## config.mk

```make
export PLATFORM = sky130hd
export DESIGN_NAME = hdmi_timing_gen_flat
export DESIGN_NICKNAME = d
export VERILOG_FILES = /design/src/rtl/hdmi_timing_gen_if.sv /design/src/rtl/hdmi_timing_gen.sv /design/src/flat_wrapper.sv
export SDC_FILE = /design/constraint.sdc
export NUM_CORES = 1
export LEC_CHECK = 0
export CORE_MARGIN = 1
export CORE_UTILIZATION = 39
export DETAILED_ROUTE_END_ITERATION = 8
export PLACE_DENSITY = 0.75
export SETUP_SLACK_MARGIN = 0.02
export SYNTH_ARGS = -nofsm -noshare
export SYNTH_HDL_FRONTEND = slang
export SYNTH_SLANG_ARGS = --single-unit
```

## constraint.sdc

```tcl
create_clock -name clk -period 2.21 [get_ports clk]
set_input_delay 0.442 -clock clk [delete_from_list [all_inputs] [get_ports clk]]
set_output_delay 0.442 -clock clk [all_outputs]
set_load 0.1 [all_outputs]
```

## src/rtl/hdmi_timing_gen_if.sv

```systemverilog
// Pixel-fetch and HDMI transmitter pins of hdmi_timing_gen.
// master = timing generator side, slave = picture source / transmitter side.
interface hdmi_timing_gen_if;
  logic [11:0] x;
  logic [11:0] y;
  logic [7:0]  r;
  logic [7:0]  g;
  logic [7:0]  b;
  logic        hdmi_clk;
  logic [23:0] hdmi_d;
  logic        hdmi_de;
  logic        hdmi_hs;
  logic        hdmi_vs;
  logic        hdmi_int;

  modport master (
    output x, y, hdmi_clk, hdmi_d, hdmi_de, hdmi_hs, hdmi_vs,
    input  r, g, b, hdmi_int
  );

  modport slave (
    input  x, y, hdmi_clk, hdmi_d, hdmi_de, hdmi_hs, hdmi_vs,
    output r, g, b, hdmi_int
  );
endinterface

```

## src/rtl/hdmi_timing_gen.sv

```systemverilog
// Video timing generator and registered RGB/DE/HS/VS output stage for an HDMI transmitter.
// Define PIXEL_DOUBLE_EN to publish halved x/y coordinates (2x2 pixel doubling).
module hdmi_timing_gen #(
  parameter int H_ACTIVE = 640,
  parameter int H_FP     = 16,
  parameter int H_SYNC   = 96,
  parameter int H_BP     = 48,
  parameter int V_ACTIVE = 480,
  parameter int V_FP     = 10,
  parameter int V_SYNC   = 2,
  parameter int V_BP     = 33,
  parameter bit HS_POL   = 1'b0,
  parameter bit VS_POL   = 1'b0
) (
  input  logic               clk,
  input  logic               resetn,
  hdmi_timing_gen_if.master  vid
);

  localparam logic [11:0] HA       = 12'(H_ACTIVE);
  localparam logic [11:0] HS_START = 12'(H_ACTIVE + H_FP);
  localparam logic [11:0] HS_END   = 12'(H_ACTIVE + H_FP + H_SYNC);
  localparam logic [11:0] H_LAST   = 12'(H_ACTIVE + H_FP + H_SYNC + H_BP - 1);
  localparam logic [11:0] VA       = 12'(V_ACTIVE);
  localparam logic [11:0] VS_START = 12'(V_ACTIVE + V_FP);
  localparam logic [11:0] VS_END   = 12'(V_ACTIVE + V_FP + V_SYNC);
  localparam logic [11:0] V_LAST   = 12'(V_ACTIVE + V_FP + V_SYNC + V_BP - 1);

  logic [11:0] h_cnt;
  logic [11:0] v_cnt;
  logic        active;
  logic        hs_on;
  logic        vs_on;
  logic        unused_int;

  assign unused_int = vid.hdmi_int;

  // v_cnt steps on the same edge that wraps h_cnt.
  always_ff @(posedge clk) begin
    if (!resetn) begin
      h_cnt <= 12'd0;
      v_cnt <= 12'd0;
    end else if (h_cnt == H_LAST) begin
      h_cnt <= 12'd0;
      if (v_cnt == V_LAST) begin
        v_cnt <= 12'd0;
      end else begin
        v_cnt <= v_cnt + 12'd1;
      end
    end else begin
      h_cnt <= h_cnt + 12'd1;
    end
  end

  assign active = (h_cnt < HA) && (v_cnt < VA);
  assign hs_on  = (h_cnt >= HS_START) && (h_cnt < HS_END);
  assign vs_on  = (v_cnt >= VS_START) && (v_cnt < VS_END);

`ifdef PIXEL_DOUBLE_EN
  assign vid.x = active ? {1'b0, h_cnt[11:1]} : 12'd0;
  assign vid.y = active ? {1'b0, v_cnt[11:1]} : 12'd0;
`else
  assign vid.x = active ? h_cnt : 12'd0;
  assign vid.y = active ? v_cnt : 12'd0;
`endif

  // RGB is captured with the sync terms of the same counter state, so all pins stay aligned.
  always_ff @(posedge clk) begin
    if (!resetn) begin
      vid.hdmi_d  <= 24'h0;
      vid.hdmi_de <= 1'b0;
      vid.hdmi_hs <= ~HS_POL;
      vid.hdmi_vs <= ~VS_POL;
    end else begin
      vid.hdmi_d  <= active ? {vid.r, vid.g, vid.b} : 24'h0;
      vid.hdmi_de <= active;
      vid.hdmi_hs <= hs_on ? HS_POL : ~HS_POL;
      vid.hdmi_vs <= vs_on ? VS_POL : ~VS_POL;
    end
  end

  // Inverted clock puts the transmitter's rising edge mid-way through each data cycle.
  assign vid.hdmi_clk = ~clk;

endmodule

```

## src/flat_wrapper.sv

```systemverilog
// flat-port wrapper written by rule: the top's interface ports become plain ports
module hdmi_timing_gen_flat 
#(
  parameter int H_ACTIVE = 640,
  parameter int H_FP     = 16,
  parameter int H_SYNC   = 96,
  parameter int H_BP     = 48,
  parameter int V_ACTIVE = 480,
  parameter int V_FP     = 10,
  parameter int V_SYNC   = 2,
  parameter int V_BP     = 33,
  parameter bit HS_POL   = 1'b0,
  parameter bit VS_POL   = 1'b0
)
  (clk, resetn, vid_x, vid_y, vid_hdmi_clk, vid_hdmi_d, vid_hdmi_de, vid_hdmi_hs, vid_hdmi_vs, vid_r, vid_g, vid_b, vid_hdmi_int);
  hdmi_timing_gen_if vid_i ();
  input  logic clk;
  input  logic resetn;
  output wire logic [$bits(vid_i.x)-1:0] vid_x;
  output wire logic [$bits(vid_i.y)-1:0] vid_y;
  output wire logic [$bits(vid_i.hdmi_clk)-1:0] vid_hdmi_clk;
  output wire logic [$bits(vid_i.hdmi_d)-1:0] vid_hdmi_d;
  output wire logic [$bits(vid_i.hdmi_de)-1:0] vid_hdmi_de;
  output wire logic [$bits(vid_i.hdmi_hs)-1:0] vid_hdmi_hs;
  output wire logic [$bits(vid_i.hdmi_vs)-1:0] vid_hdmi_vs;
  input wire logic [$bits(vid_i.r)-1:0] vid_r;
  input wire logic [$bits(vid_i.g)-1:0] vid_g;
  input wire logic [$bits(vid_i.b)-1:0] vid_b;
  input wire logic [$bits(vid_i.hdmi_int)-1:0] vid_hdmi_int;
  assign vid_x = vid_i.x;
  assign vid_y = vid_i.y;
  assign vid_hdmi_clk = vid_i.hdmi_clk;
  assign vid_hdmi_d = vid_i.hdmi_d;
  assign vid_hdmi_de = vid_i.hdmi_de;
  assign vid_hdmi_hs = vid_i.hdmi_hs;
  assign vid_hdmi_vs = vid_i.hdmi_vs;
  assign vid_i.r = vid_r;
  assign vid_i.g = vid_g;
  assign vid_i.b = vid_b;
  assign vid_i.hdmi_int = vid_hdmi_int;
  hdmi_timing_gen #(.H_ACTIVE(H_ACTIVE), .H_FP(H_FP), .H_SYNC(H_SYNC), .H_BP(H_BP), .V_ACTIVE(V_ACTIVE), .V_FP(V_FP), .V_SYNC(V_SYNC), .V_BP(V_BP), .HS_POL(HS_POL), .VS_POL(VS_POL)) u_core (.clk(clk), .resetn(resetn), .vid(vid_i));
endmodule
```

==> impl_metrics.env <==
export IMPL_route_detailed_drc=0
export IMPL_cap_viol_max_count=0
export IMPL_finish_utilization=0.638
export IMPL_start_util=0.409
export IMPL_clock_latency_ns=0.30
export IMPL_finalHoldViolations=0
export IMPL_grt_antenna_before_repair=0
export IMPL_place_congestion=0.830
export IMPL_max_slew_margin=0.620
export IMPL_final_cell_mix="dfxtp_1 (46), buf_4 (39), and2_1 (26)"
export IMPL_fin_crit_ns=2.21
export IMPL_fin_crit_sh=0.999
export IMPL_ioPinCount=79
export IMPL_syn_to_final_growth_pct=55.9
export IMPL_diodes=0
export IMPL_routed_wl_um=5000
export IMPL_status="completed"
export IMPL_viasPerCell=4.82
export IMPL_syn_area_per_cell_um2=9.13
export IMPL_grt_pass1_vias=1658
export IMPL_die_w_um=75.7
export IMPL_place_hpwl_um=3400
export IMPL_end_kind="primary output"
export IMPL_tightest_slew_ns=0.567
export IMPL_rsz0062_at_grt="true"
export IMPL_cts_buffer_depth=2
export IMPL_cts_buffers=5
export IMPL_synth_seq_cells=51
export IMPL_synth_distinct_cells=37
export IMPL_crit_arrival_ns=1.77
export IMPL_syn_inst=232
export IMPL_fmax_mhz=453
export IMPL_rows=26
export IMPL_place_area_um2=3090
export IMPL_grt_pass1_wl_um=7590
export IMPL_core_um2=5170
export IMPL_ant_nets=0
export IMPL_portBuffers=72
export IMPL_hold_path_class="reg2reg"
export IMPL_drtIter0Drc=76
export IMPL_dp_cells=375
export IMPL_finalNonFillerCells=389
export IMPL_setup_tns_ns=0
export IMPL_tritoncts="done"
export IMPL_p_leak_nw=1.36
export IMPL_wire_per_inst_um=12.8
export IMPL_dieArea_um2=5730
export IMPL_path_class="reg2out"
export IMPL_ir_drop_mv=0.941
export IMPL_nets=349
export IMPL_synthesis_area_um2=2120
export IMPL_root_buffer="clkbuf_8"
export IMPL_final_layout_size_suffix_gt1_frac=0.320
export IMPL_hold_buffers=0
export IMPL_start_kind="flip-flop"
export IMPL_hold_ws_ns=0.517
export IMPL_grt_ovfl_total=0
export IMPL_fillers=425
export IMPL_htreeDepth=2
export IMPL_grt_start_max_net_pins=26
export IMPL_required_ns=1.77
export IMPL_drv_slew=0
export IMPL_die_h_um=75.7
export IMPL_finalSetupViolCount=0
export IMPL_yosysSeqAreaShare=0.482
export IMPL_fin_area_um2=3300
export IMPL_crit_fanout=5
export IMPL_grt_usage=0.175
export IMPL_firstDrtPassIters=4
export IMPL_powerDensity_nw_per_um2=637
export IMPL_clk_pin_slew_ns=0.09
export IMPL_final_common_cell="dfxtp_1"
export IMPL_yosys_warnings=0
export IMPL_fin_skew_ns=0.00635
export IMPL_vias=1875
critical path, stage by stage, from the launching register on:
cell      delay (ns)
dfxtp_4         0.35
and4_4          0.18
nand3b_1        0.21
nor2b_4         0.24
buf_6           0.17
and2_4          0.15
buf_12          0.16
routing by layer:
metal | global-route usage | vias to the layer above | share of wire
met1 | 0.214 | 877 | 0.45
li1 | - | 940 | -
met3 | 0.0476 | 9 | 0.044
met2 | 0.298 | 49 | 0.50
met5 | 0 | - | 0
met4 | 0.0617 | 0 | 0.014
path summary, 6_finish.rpt:
| kind | from | end | slack [ns] | cells after the start |
|---|---|---|---|---|
| max | u_core.v_cnt[6] | vid_x[1] | 0.003 | 6 |
| min | u_core.h_cnt[0] | u_core.h_cnt[0] | 0.52 | 1 |
| max reg2reg | u_core.h_cnt[6] | u_core.v_cnt[8] | 0.14 | 4 |
| min reg2reg | u_core.h_cnt[0] | u_core.h_cnt[0] | 0.52 | 1 |
cell usage after synthesis:
| cell type | number | area [um^2] |
|---|---|---|
| or3_1 | 5 | 31.3 |
| buf_4 | 5 | 37.5 |
| nand2_1 | 9 | 33.8 |
| and3_1 | 3 | 18.8 |
| nand3_1 | 8 | 40.0 |
| inv_1 | 9 | 33.8 |
| dfxtp_1 | 51 | 1020 |
| nor2b_1 | 1 | 6.26 |
| a21oi_1 | 9 | 45.0 |
| conb_1 | 1 | 3.75 |
| o21ai_0 | 10 | 50.1 |
| xnor2_1 | 3 | 26.3 |
| and3_2 | 1 | 7.51 |
| xor2_1 | 8 | 70.1 |
| and4b_1 | 1 | 10.0 |
| a31oi_1 | 2 | 12.5 |
| and2_1 | 44 | 275 |
| o22ai_1 | 1 | 6.26 |
| ha_1 | 4 | 50.1 |
| nor2_1 | 17 | 63.8 |
| or4_1 | 2 | 15.0 |
| clkbuf_1 | 7 | 26.3 |
| or4b_1 | 1 | 10.0 |
| nand3b_1 | 2 | 15.0 |
| o31ai_1 | 1 | 7.51 |
| and2_2 | 1 | 7.51 |
| nand2b_1 | 3 | 18.8 |
| nor3_1 | 4 | 20.0 |
| buf_2 | 1 | 5.00 |
| nor4_1 | 1 | 6.26 |
| buf_6 | 1 | 11.3 |
| a311oi_1 | 1 | 8.76 |
| or4bb_1 | 1 | 11.3 |
| nand4_1 | 6 | 37.5 |
| nor4bb_1 | 3 | 30.0 |
| nor4b_1 | 1 | 8.76 |
| and4_1 | 4 | 35.0 |
cells by family after synthesis:
group | after synthesis | share of synthesized area
AOI/OAI and AO/OA | 24 | 0.0615
DFF | 51 | 0.482
xor gates and xnor gates | 11 | 0.0455
and+or+nand+nor | 118 | 0.332
buffers and inverters | 23 | 0.0538
other | 1 | 0.00177
adders and majority gates | 4 | 0.0236
area by class of cell:
cell class | count | area [um^2] | area share
Tap cell | 70 | 87.6 | 0.0265
Clock inverter | 4 | 25.0 | 0.00758
Timing Repair Buffer | 88 | 980 | 0.297
Inverter | 8 | 30.0 | 0.00910
Clock buffer | 6 | 80.1 | 0.0243
Multi-Input combinational cell | 162 | 1070 | 0.323
Sequential cell | 51 | 1030 | 0.313
where the power goes:
group	total [W]	internal, W	switching (W)
logic	0.000412	0.000113	0.000299
registers	0.000959	0.000946	0.0000129
clock network	0.000733	0.000263	0.000470
total	0.00210	0.00132	0.000782
registers in the layout, summed over array words and instances, names as in the netlist:
register and count:
u_core.h_cnt 12, u_core.vid.hdmi_de 1, u_core.v_cnt 12, u_core.vid.hdmi_d 24, u_core.vid.hdmi_vs 1, u_core.vid.hdmi_hs 1
metrics by stage:
stage	total power, W	setup slack, ns
CTS	0.00212	-0.00570
detailed placement	0.00158	-0.476
floorplan	0.00143	0.0583
finish	0.00210	0.00268
global route	0.00219	-0.0873
global placement	0.00157	-0.476
what timing repair did:
| action | CTS | global route |
|---|---|---|
| gates cloned | 3 | 0 |
| resized for setup | 40 | 7 |
| pin swaps | 8 | 3 |
| setup buffers | 3 | 1 |
| endpoints found under the setup margin | 20 | 20 |
(Power assumes the default switching activity.)
